$ cat config.mk
export PLATFORM = sky130hd
export DESIGN_NAME = qspi_mem_responder
export DESIGN_NICKNAME = d
export VERILOG_FILES = /design/src/rtl/qspi_mem_responder_pkg.sv /design/src/rtl/qspi_mem_responder.sv
export SDC_FILE = /design/constraint.sdc
export NUM_CORES = 1
export LEC_CHECK = 0
export ABC_AREA = 1
export CORE_UTILIZATION = 45
export CTS_BUF_LIST = sky130_fd_sc_hd__clkbuf_16
export DETAILED_ROUTE_END_ITERATION = 10
export DONT_BUFFER_PORTS = 1
export PLACE_DENSITY = 0.7
export SETUP_SLACK_MARGIN = 0.1
export SYNTH_ARGS = -nofsm -noshare
export SYNTH_HDL_FRONTEND = slang
export SYNTH_SLANG_ARGS = --single-unit
$ cat constraint.sdc
create_clock -name clk -period 3.85 [get_ports clk]
set_input_delay 0.77 -clock clk [delete_from_list [all_inputs] [get_ports clk]]
set_output_delay 0.77 -clock clk [all_outputs]
set_load 0.03 [all_outputs]
$ cat src/rtl/qspi_mem_responder_pkg.sv
// Shared types and constants for the QPI memory responder and its backing SRAM.
package qspi_mem_responder_pkg;

  typedef enum logic [2:0] {
    ST_CMD,
    ST_ADDR,
    ST_DUMMY,
    ST_RDATA,
    ST_WDATA,
    ST_IGNORE
  } state_t;

  localparam logic [7:0] CMD_RD_DEF   = 8'hEB;
  localparam logic [7:0] CMD_WR_DEF   = 8'h38;
  localparam int         ADDR_NIBBLES = 6;
  localparam int         CNT_W        = 8;

endpackage

$ cat src/rtl/qspi_mem_responder.sv
// QPI memory responder: decodes nibble-wide quad read/write commands and
// services unbounded bursts against an external byte-wide SRAM.
module qspi_mem_responder
  import qspi_mem_responder_pkg::*;
#(
  parameter int         AW     = 16,
  parameter int         DUMMY  = 6,
  parameter logic [7:0] CMD_RD = CMD_RD_DEF,
  parameter logic [7:0] CMD_WR = CMD_WR_DEF
) (
  input  logic          clk,
  input  logic          reset,
  input  logic          cs_n,
  input  logic [3:0]    sd_in,
  output logic [3:0]    sd_out,
  output logic [3:0]    sd_oe,
  output logic [AW-1:0] mem_addr,
  output logic [7:0]    mem_wdata,
  output logic          mem_we,
  output logic          mem_re,
  input  logic [7:0]    mem_rdata
);

  localparam logic [CNT_W-1:0] CNT_ONE    = CNT_W'(1);
  localparam logic [CNT_W-1:0] LAST_ADDR  = CNT_W'(ADDR_NIBBLES - 1);
  localparam logic [CNT_W-1:0] LAST_DUMMY = CNT_W'(DUMMY - 1);
  localparam logic [AW-1:0]    ADDR_ONE   = AW'(1);

  state_t           state;
  logic [CNT_W-1:0] cnt;
  logic [AW-1:0]    addr;
  logic [3:0]       op_hi;
  logic [3:0]       wr_hi;
  logic [3:0]       rd_lo;
  logic             is_rd;
  logic             phase;
  logic             drive;

  // The bus is released combinationally the moment cs_n rises.
  assign sd_oe = {4{drive & ~cs_n}};

  always_ff @(posedge clk or negedge reset) begin
    if (!reset) begin
      state     <= ST_CMD;
      cnt       <= '0;
      addr      <= '0;
      op_hi     <= '0;
      wr_hi     <= '0;
      rd_lo     <= '0;
      is_rd     <= 1'b0;
      phase     <= 1'b0;
      drive     <= 1'b0;
      sd_out    <= '0;
      mem_addr  <= '0;
      mem_wdata <= '0;
      mem_we    <= 1'b0;
      mem_re    <= 1'b0;
    end else begin
      mem_we <= 1'b0;
      mem_re <= 1'b0;
      drive  <= 1'b0;
      if (cs_n) begin
        state <= ST_CMD;
        cnt   <= '0;
        phase <= 1'b0;
      end else begin
        case (state)
          ST_CMD: begin
            if (cnt == '0) begin
              op_hi <= sd_in;
              cnt   <= CNT_ONE;
            end else begin
              cnt <= '0;
              if ({op_hi, sd_in} == CMD_RD) begin
                is_rd <= 1'b1;
                state <= ST_ADDR;
              end else if ({op_hi, sd_in} == CMD_WR) begin
                is_rd <= 1'b0;
                state <= ST_ADDR;
              end else begin
                state <= ST_IGNORE;
              end
            end
          end
          // Shifting straight into addr keeps only the low AW bits of the 24-bit address.
          ST_ADDR: begin
            addr <= {addr[AW-5:0], sd_in};
            if (cnt == LAST_ADDR) begin
              cnt   <= '0;
              phase <= 1'b0;
              state <= is_rd ? ST_DUMMY : ST_WDATA;
            end else begin
              cnt <= cnt + CNT_ONE;
            end
          end
          ST_DUMMY: begin
            if (cnt == '0) begin
              mem_re   <= 1'b1;
              mem_addr <= addr;
            end
            if (cnt == LAST_DUMMY) begin
              cnt   <= '0;
              phase <= 1'b0;
              state <= ST_RDATA;
            end else begin
              cnt <= cnt + CNT_ONE;
            end
          end
          // Even beat consumes the fetched byte and prefetches the next one.
          ST_RDATA: begin
            drive <= 1'b1;
            phase <= ~phase;
            if (!phase) begin
              sd_out   <= mem_rdata[7:4];
              rd_lo    <= mem_rdata[3:0];
              mem_re   <= 1'b1;
              mem_addr <= addr + ADDR_ONE;
            end else begin
              sd_out <= rd_lo;
              addr   <= addr + ADDR_ONE;
            end
          end
          ST_WDATA: begin
            phase <= ~phase;
            if (!phase) begin
              wr_hi <= sd_in;
            end else begin
              mem_wdata <= {wr_hi, sd_in};
              mem_addr  <= addr;
              mem_we    <= 1'b1;
              addr      <= addr + ADDR_ONE;
            end
          end
          default: ;
        endcase
      end
    end
  end

endmodule

# Word level (Yosys, flattened, before mapping)
# Cells that the tools add are included.
[classes]
add_sub_neg = 2
eq_ne = 15
mux = 33
bitwise_logic = 4
n_reduce_logical = 20
[op_table]
columns = ["cell", "count"]
rows = [
  ["$mux 16", 4],
  ["$pmux 16 s3", 1],
  ["$pmux 16 s2", 1],
  ["$mux 3", 7],
  ["$add 16x1->16 const B", 1],
  ["$mux 8", 2],
  ["$pmux 8 s2", 1],
  ["$reduce_and 3->1", 5],
  ["$mux 1", 13],
  ["$ne 3x3->1 const B", 3],
  ["$pmux 3 s3", 1],
  ["$reduce_bool 3->1", 3],
  ["$add 8x1->8 const B", 1],
  ["$eq 8x3->1 const B", 1],
  ["$eq 8x6->1 const B", 1],
  ["$eq 8x8->1 const B", 1],
  ["$logic_not 8->1", 1],
  ["$reduce_and 4->1", 2],
  ["$eq 3x2->1 const B", 2],
  ["$ne 2x2->1 const B", 3],
  ["$reduce_and 5->1", 1],
  ["$mux 4", 1],
  ["$pmux 1 s2", 2],
  ["$reduce_and 2->1", 2],
  ["other kinds (10)", 14],
]
[word_totals]
reg_bits = 72
inputBits = 15
out_inout_bits = 34
wordCells = 88

# Longest topological paths before layout
# Gate-level depths: netlist (run 1).
[depth]
depth_word = 6
ltp_mapped = 10
mapped_depth_nobuf = 10

# Worst setup path after synthesis (run 1)
# OpenSTA, ideal clock, no wires.
[synth_path]
kind = "input port to output port"
start = "in cs_n"
end = "out sd_oe[1]"
t_arrival_ns = 1.718
required_ns = 3.080
path_slack_ns = 1.362
path_stages = 3
n_path_buf = 2
path_cell_list = "buf_2 -> nor2_1 -> buf_4"
[synth_between]
elab_chain_len = 2
[synth_lines]
columns = ["element", "line_no", "source"]
rows = [
  ["start: declaration", "qspi_mem_responder.sv:13", "input logic cs_n,"],
  ["$not 1->1 (no line)", "n/a", ""],
  ["$and 1x1->1", "qspi_mem_responder.sv:40", "assign sd_oe = {4{drive & ~cs_n}};"],
  ["end: declaration", "qspi_mem_responder.sv:16", "output logic [3:0] sd_oe,"],
]
# Every way passes these cells.

# Worst setup path after layout (run 1)
[layout_path]
start = "reg state[2]"
end = "reg rd_lo[3]"
[layout_between]
elab_chain_len = 2
[layout_lines]
columns = ["element", "line_no", "source"]
rows = [
  ["start: declaration", "qspi_mem_responder.sv:29", "state_t state;"],
  ["start signal: assignment", "qspi_mem_responder.sv:91", "state <= is_rd ? ST_DUMMY : ST_WDATA;"],
  ["$eq 3x2->1", "qspi_mem_responder.sv:67", "case (state)"],
  ["$reduce_and 3->1 (no line)", "n/a", ""],
  ["end signal: assignment", "qspi_mem_responder.sv:115", "rd_lo <= mem_rdata[3:0];"],
  ["end: declaration", "qspi_mem_responder.sv:34", "logic [3:0] rd_lo;"],
]
# Every way passes these cells.
# A chain may end at the register's enable or synchronous reset.

==> impl_metrics.toml, run 1 <==
[clock_network]
largest_buffer_count_on_any_clock_path = 2
worstSkewPairLatency_ps = 340
clock-root-buffer = "sky130_fd_sc_hd__clkbuf_16"
cts.clk_slew.worst_paths_ps = 60
htreeDepth = 3
clkSinkCount = 72
total_of_hold_buffers_inserted_after_clock_tree_synthesis = 0
cts_resized = 0
tritoncts = "built"
post-cts-setup-buffers = 0
numCtsBuffers = 9

[setup_path]
startpoint = "state[2]$_DFFE_PN0P_"
crit_path_frequent_cell = "sky130_fd_sc_hd__inv_1"
worstSetupEndpoint = "rd_lo[3]$_DFFE_PN0P_"
critical_path_arrival_ps = 2560
timing.critical_path.slowest_cell_delay_ps = 630
timing_worst_setup_path_type = "reg2reg"
end_kind = "flip-flop"
worst_path_max_delay_cell = "sky130_fd_sc_hd__inv_1"
critical_path.max_fanout = 23
r2r_cells = 5
setup.reg_to_reg.worst_slack_ps = 1510
critical_path_required_ps = 4070
startpoint_type = "flip-flop"
crit_path_cell_trace = "inv_1 -> nand3_2 -> inv_1 -> nand2_1 -> mux2_2"
r2r-end = "rd_lo[3]$_DFFE_PN0P_"
rr_startpoint = "state[2]$_DFFE_PN0P_"

[power_and_ir_drop]
power.switching_mw = 1.46
power.clock.fraction_pct = 23.6
cellPowerDensity_nw_per_um2 = 764
max-vdd-ir-drop_mv = 0.292
power_frac_seq_pct = 46.2
power.share.switching_pct = 45.2
internal_power_mw = 1.77
power.combinational.fraction_pct = 30.2
power.leakage_nw = 2.09

[detailed_routing]
drc_errors = 0
via_count = 3389
via_per_inst = 5.25
drt_pass1_iterations = 4
detail_route.iter0.violations = 152
post_drt_wl_per_cell_um = 13.4
ant_nets = 0
drt_total_wl_mm = 8.65

[synthesis]
synth-warning-count = 0
yosys.cell_types.count = 28
seq_area_frac_synth_pct = 45.9
syn-num-nets = 559
syn_area_um2 = 3930
post_synth.cell_area_avg_um2 = 7.27
yosys_register_bits = 72
post_synth_inst_count = 540

[timing]
timing.final.max_slew_violations = 0
finalSetupViolCount = 0
finalSetupTns_ps = 0
maximum_clock_rate_mhz = 427
timing_worst_slew_pin_value_ps = 693
period_share_pct = 60.8
timing_hold_violations_final = 0
period_minus_slack_ps = 2340
worst_slew_margin_rel_pct = 53.8
rsz0062_at_grt = "false"
finalWorstSetupSlack_ps = 1510
final.setup_skew_ps = 7.34

[final_layout]
num_antenna_cells = 0
mostFrequentLayoutCells = "208 x sky130_fd_sc_hd__nand2_1, 72 x sky130_fd_sc_hd__dfrtp_1, 58 x sky130_fd_sc_hd__nor2_1, 47 x sky130_fd_sc_hd__nand3_1, 43 x sky130_fd_sc_hd__o21ai_0"
layout_commonest_cell = "sky130_fd_sc_hd__nand2_1"
share_of_the_core_filled_with_cells_in_the_final_layout_pct = 50.8
layout.nets = 554
flow.area_growth_from_synthesis_pct = 7.90
final_layout_size_suffix_gt1_share_pct = 6.11

[flow_run]
cap_viol_max_count = 0

[global_route]
globalRoute.totalOverflow = 0
vias_in_the_first_global_route = 3266
grt_antenna_before_repair = 0
grt_first_pass_wirelength_mm = 14.7
largest_net_degree_at_the_start_of_global_routing = 73
grt_util_all_layers_pct = 21.0

[worst_hold_path]
worstHoldPathType = "in2async"

[floorplanning]
io-pin-count = 49
die_h_um = 95.4
effective_utilization_at_floorplan_pct = 47.1
die_area_um2 = 9100
core_region_area_um2 = 8340
rows = 33
dieWidth_um = 95.4

[placed_design]
hpwlAfterDp_mm = 5.88
buffer_ports.inserted = 0
place_worst_setup_slack_ps = 1500
place_congestion = 0.956

[status]
status = "complete, no violations"
-- registers in the layout, summed over array words and instances (netlist names) --
signal / count
addr: 16
mem_addr: 16
cnt: 8
mem_wdata: 8
op_hi: 4
rd_lo: 4
sd_out: 4
wr_hi: 4
state: 3
drive: 1
is_rd: 1
mem_re: 1
mem_we: 1
phase: 1
-- critical path, delay by kind of cell (launching register included) --
family / cells / cell delay, ps
buffers and inverters: 2 / 820
flip-flops: 1 / 410
multiplexers: 1 / 350
AND/OR/NAND/NOR: 2 / 650
-- layer usage --
| metal | vias up | GRT usage, % | part of all wire (%) |
|---|---|---|---|
| li1 | 1713 | - | - |
| met1 | 1561 | 25.1 | 45 |
| met2 | 95 | 36.0 | 48 |
| met3 | 20 | 5.58 | 5.3 |
| met4 | 0 | 8.08 | 1.8 |
| met5 | - | 0 | 0 |
-- power by group through the flow --
stage	Clock, mW	Sequential (mW)	Combinational, mW
3_5_place_dp	0	1.50	0.974
5_1_grt	0.814	1.54	1.13
6_report	0.763	1.50	0.978
3_3_place_gp	0	1.49	0.943
2_1_floorplan	0	1.42	0.836
4_1_cts	0.782	1.50	0.977
-- cell usage after synthesis --
master,number,area share (%)
sky130_fd_sc_hd__nor2_1,59,5.6
sky130_fd_sc_hd__inv_4,1,0.16
sky130_fd_sc_hd__a21boi_2,1,0.29
sky130_fd_sc_hd__buf_4,5,0.96
sky130_fd_sc_hd__o21ai_4,1,0.41
sky130_fd_sc_hd__buf_6,1,0.29
sky130_fd_sc_hd__ha_1,4,1.3
sky130_fd_sc_hd__a31oi_1,4,0.64
sky130_fd_sc_hd__nor2_2,2,0.32
sky130_fd_sc_hd__clkbuf_1,1,0.096
sky130_fd_sc_hd__inv_1,42,4.0
sky130_fd_sc_hd__nor2b_1,1,0.16
sky130_fd_sc_hd__xor2_1,7,1.6
sky130_fd_sc_hd__o21ai_0,43,5.5
sky130_fd_sc_hd__nor3_2,1,0.25
sky130_fd_sc_hd__buf_2,10,1.3
sky130_fd_sc_hd__a21oi_1,4,0.51
sky130_fd_sc_hd__nor3_1,4,0.51
sky130_fd_sc_hd__nand3_1,47,6.0
sky130_fd_sc_hd__nand2_2,2,0.32
sky130_fd_sc_hd__dfrtp_1,72,46
sky130_fd_sc_hd__nand2_4,2,0.57
sky130_fd_sc_hd__mux2_2,4,1.1
sky130_fd_sc_hd__nand2_1,208,20
sky130_fd_sc_hd__o21ai_1,3,0.38
sky130_fd_sc_hd__nand4_1,8,1.3
sky130_fd_sc_hd__nand3b_1,1,0.19
sky130_fd_sc_hd__nand3_2,2,0.51
-- through the flow --
| step | hold WS [ps] | area, um2 | std cells | power (mW) |
|---|---|---|---|---|
| after floorplan | 442 | 3930 | 540 | 2.26 |
| after global placement | 462 | 3970 | 629 | 2.43 |
| after detailed placement | 460 | 3970 | 629 | 2.48 |
| after CTS | 120 | 4240 | 645 | 3.25 |
| after global routing | 112 | 4240 | 645 | 3.48 |
| final | 128 | 4240 | 645 | 3.24 |
-- area by class of cell --
cell class	count	area, um2
fill	796	4100
multi-input combinational	408	1860
tap	105	131
timing repair buffer	1	7.51
clock buffer	9	225
clock inverter	7	46.3
sequential	72	1800
inverter	43	164
-- worst min path at each step --
| stage | from | endpoint | slack (ps) | cells past startpoint |
|---|---|---|---|---|
| floorplan | wr_hi[0]$_DFFE_PN0P_ | mem_wdata[4]$_DFFE_PN0P_ | 440 | 2 |
| CTS | reset | rd_lo[2]$_DFFE_PN0P_ | 120 | 0 |
| global placement | wr_hi[2]$_DFFE_PN0P_ | mem_wdata[6]$_DFFE_PN0P_ | 460 | 2 |
| detailed placement | wr_hi[3]$_DFFE_PN0P_ | mem_wdata[7]$_DFFE_PN0P_ | 460 | 2 |
| finish | reset | sd_out[2]$_DFFE_PN0P_ | 130 | 0 |
| global route | reset | rd_lo[2]$_DFFE_PN0P_ | 110 | 0 |
-- cell families (layout without fill, tap and decap cells) --
family          after synthesis  after routing  share of synthesized area [%]
fa+ha+maj                     4              4                           1.27
compound gates               56             56                           7.71
flops                        72             72                           45.9
xor+xnor                      7              7                           1.56
mux                           4              4                           1.15
simple gates                337            337                           35.6
buf+inv                      60             60                           6.79
(Power assumes the default switching activity.)
==> inputs of run 2 (changes only) <==
--- a/config.mk
+++ b/config.mk
@@ -10,7 +10,7 @@
 export CTS_BUF_LIST = sky130_fd_sc_hd__clkbuf_16
 export DETAILED_ROUTE_END_ITERATION = 10
 export DONT_BUFFER_PORTS = 1
-export PLACE_DENSITY = 0.7
+export PLACE_DENSITY = 0.72
 export SETUP_SLACK_MARGIN = 0.1
 export SYNTH_ARGS = -nofsm -noshare
 export SYNTH_HDL_FRONTEND = slang
==> constraint.sdc (replaced) <==
create_clock -name clk -period 2.14 [get_ports clk]
set_input_delay 0.428 -clock clk [delete_from_list [all_inputs] [get_ports clk]]
set_output_delay 0.428 -clock clk [all_outputs]
set_load 0.03 [all_outputs]
==> impl_metrics.toml, run 2 (synthesis results as in run 1) <==
[status]
status = "finished with violations"
failing_checks = "hold timing"

[setup_path]
setup.reg_to_reg.worst_slack_ps = 280
r2r-end = "cnt[6]$_DFFE_PN0P_"
critical_path.max_fanout = 12
startpoint_type = "flip-flop"
timing_worst_setup_path_type = "reg2reg"
end_kind = "flip-flop"
r2r_cells = 6
rr_startpoint = "state[2]$_DFFE_PN0P_"
critical_path_required_ps = 2350
critical_path_arrival_ps = 2070

[timing]
period_share_pct = 86.8
finalWorstSetupSlack_ps = 283
timing_worst_slew_pin_value_ps = 420
worst_slew_margin_rel_pct = 71.9
period_minus_slack_ps = 1860
finalSetupViolCount = 0
timing.final.max_slew_violations = 0
timing_hold_violations_final = 72
final.setup_skew_ps = 7.44
finalSetupTns_ps = 0
rsz0062_at_grt = "false"
maximum_clock_rate_mhz = 539
hold_ws_ps = -213

[clock_network]
tritoncts = "built"
clock-root-buffer = "sky130_fd_sc_hd__clkbuf_16"
numCtsBuffers = 9
worstSkewPairLatency_ps = 330
htreeDepth = 3
cts.clk_slew.worst_paths_ps = 60
clkSinkCount = 72
post-cts-setup-buffers = 0
largest_buffer_count_on_any_clock_path = 2

[final_layout]
layout.nets = 558
layout_top_registers = "addr: 16 flops, mem_addr: 16 flops"
num_antenna_cells = 0
fill_cells = 806
ff_latch_area_um2 = 1800
flow.area_growth_from_synthesis_pct = 9.53
multiInputGateArea_um2 = 1870
final_layout_size_suffix_gt1_share_pct = 6.80
layout_commonest_cell = "sky130_fd_sc_hd__nand2_1"
mostFrequentLayoutCells = "208 x sky130_fd_sc_hd__nand2_1, 72 x sky130_fd_sc_hd__dfrtp_1, 58 x sky130_fd_sc_hd__nor2_1, 47 x sky130_fd_sc_hd__nand3_1"

[power_and_ir_drop]
power.leakage_nw = 2.13
cellPowerDensity_nw_per_um2 = 1380
max-vdd-ir-drop_mv = 0.492

[floorplanning]
dieWidth_um = 95.4
io-pin-count = 49
die_area_um2 = 9100
effective_utilization_at_floorplan_pct = 47.1
die_h_um = 95.4
rows = 33
core_region_area_um2 = 8340

[global_route]
grt_first_pass_wirelength_mm = 14.7
grt_util_all_layers_pct = 20.8
vias_in_the_first_global_route = 3305
largest_net_degree_at_the_start_of_global_routing = 73
grt_antenna_before_repair = 0
globalRoute.totalOverflow = 0

[detailed_routing]
drt_pass1_iterations = 5
drt_total_wl_mm = 8.47
drc_errors = 0
via_count = 3406
detail_route.iter0.violations = 147
post_drt_wl_per_cell_um = 13.1
ant_nets = 0
via_per_inst = 5.25

[placed_design]
place_worst_setup_slack_ps = 302
hpwlAfterDp_mm = 5.86
buffer_ports.inserted = 0
place_congestion = 0.857

[flow_run]
cap_viol_max_count = 0

[worst_hold_path]
worstHoldPathType = "in2async"
## run 2: cell types whose count changed in the layout (fill, tap and decap cells not counted)
cell | before | now
sky130_fd_sc_hd__clkinv_1 | 1 | 0
sky130_fd_sc_hd__bufinv_16 | 0 | 1
sky130_fd_sc_hd__nand3_2 | 2 | 1
sky130_fd_sc_hd__nand3_4 | 0 | 1
sky130_fd_sc_hd__clkinvlp_4 | 2 | 1
sky130_fd_sc_hd__inv_6 | 2 | 1
sky130_fd_sc_hd__buf_4 | 1 | 5
sky130_fd_sc_hd__clkinv_4 | 0 | 2
sky130_fd_sc_hd__inv_1 | 42 | 43
sky130_fd_sc_hd__clkinv_2 | 2 | 1
## run 2: worst max-delay path by stage
stage / cells past startpoint / from / endpoint
final: 6 / state[2]$_DFFE_PN0P_ / cnt[6]$_DFFE_PN0P_
after global routing: 6 / state[2]$_DFFE_PN0P_ / cnt[3]$_DFFE_PN0P_
after CTS: 8 / state[2]$_DFFE_PN0P_ / mem_addr[11]$_DFFE_PN0P_
after detailed placement: 8 / state[2]$_DFFE_PN0P_ / mem_addr[11]$_DFFE_PN0P_
after global placement: 8 / phase$_DFFE_PN0P_ / mem_addr[13]$_DFFE_PN0P_
after floorplan: 3 / cs_n / sd_oe[1]
## run 2: critical path, cell delays in order, from the launching register on
cell and delay [ps]:
sky130_fd_sc_hd__dfrtp_1 420, sky130_fd_sc_hd__inv_1 190, sky130_fd_sc_hd__nand3b_1 230, sky130_fd_sc_hd__nand3_1 380
sky130_fd_sc_hd__inv_1 110, sky130_fd_sc_hd__nor2_1 310, sky130_fd_sc_hd__nor2_1 90
## run 2: repair_timing
item,4_1_cts,5_1_grt
endpoints found under the setup margin,0,2
gates resized for setup,0,1
endpoints found under the hold margin,72,72
## run 2: layer usage
metal	wire [um]	global-route usage [%]
met5	0	0
met3	366	3.99
met2	4140	35.8
met4	159	8.46
met1	3800	25.6
## run 2: power breakdown
part | total (mW) | switching (mW) | internal [mW]
registers | 2.67 | 0.852 | 1.82
logic | 1.78 | 1.17 | 0.607
clock network | 1.49 | 0.585 | 0.903
total | 5.94 | 2.61 | 3.33
## run 2: cell type report
cell class / instances / area share (%)
clock buffers: 9 / 5.24
clock inverters: 7 / 1.69
inverters: 43 / 3.81
multi-input cells: 408 / 43.4
flip-flops and latches: 72 / 41.9
well taps: 105 / 3.05
repair buffers: 5 / 0.873
## run 2: through the flow
step | utilization [%] | total power [mW] | area, um2 | std cells
finish | 51.6 | 5.94 | 4300 | 649
global route | 51.6 | 6.43 | 4300 | 649
detailed placement | 47.9 | 4.45 | 4000 | 633
CTS | 51.5 | 5.97 | 4290 | 649
global placement | 47.9 | 4.39 | 4000 | 633
floorplan | - | 4.07 | 3930 | 540
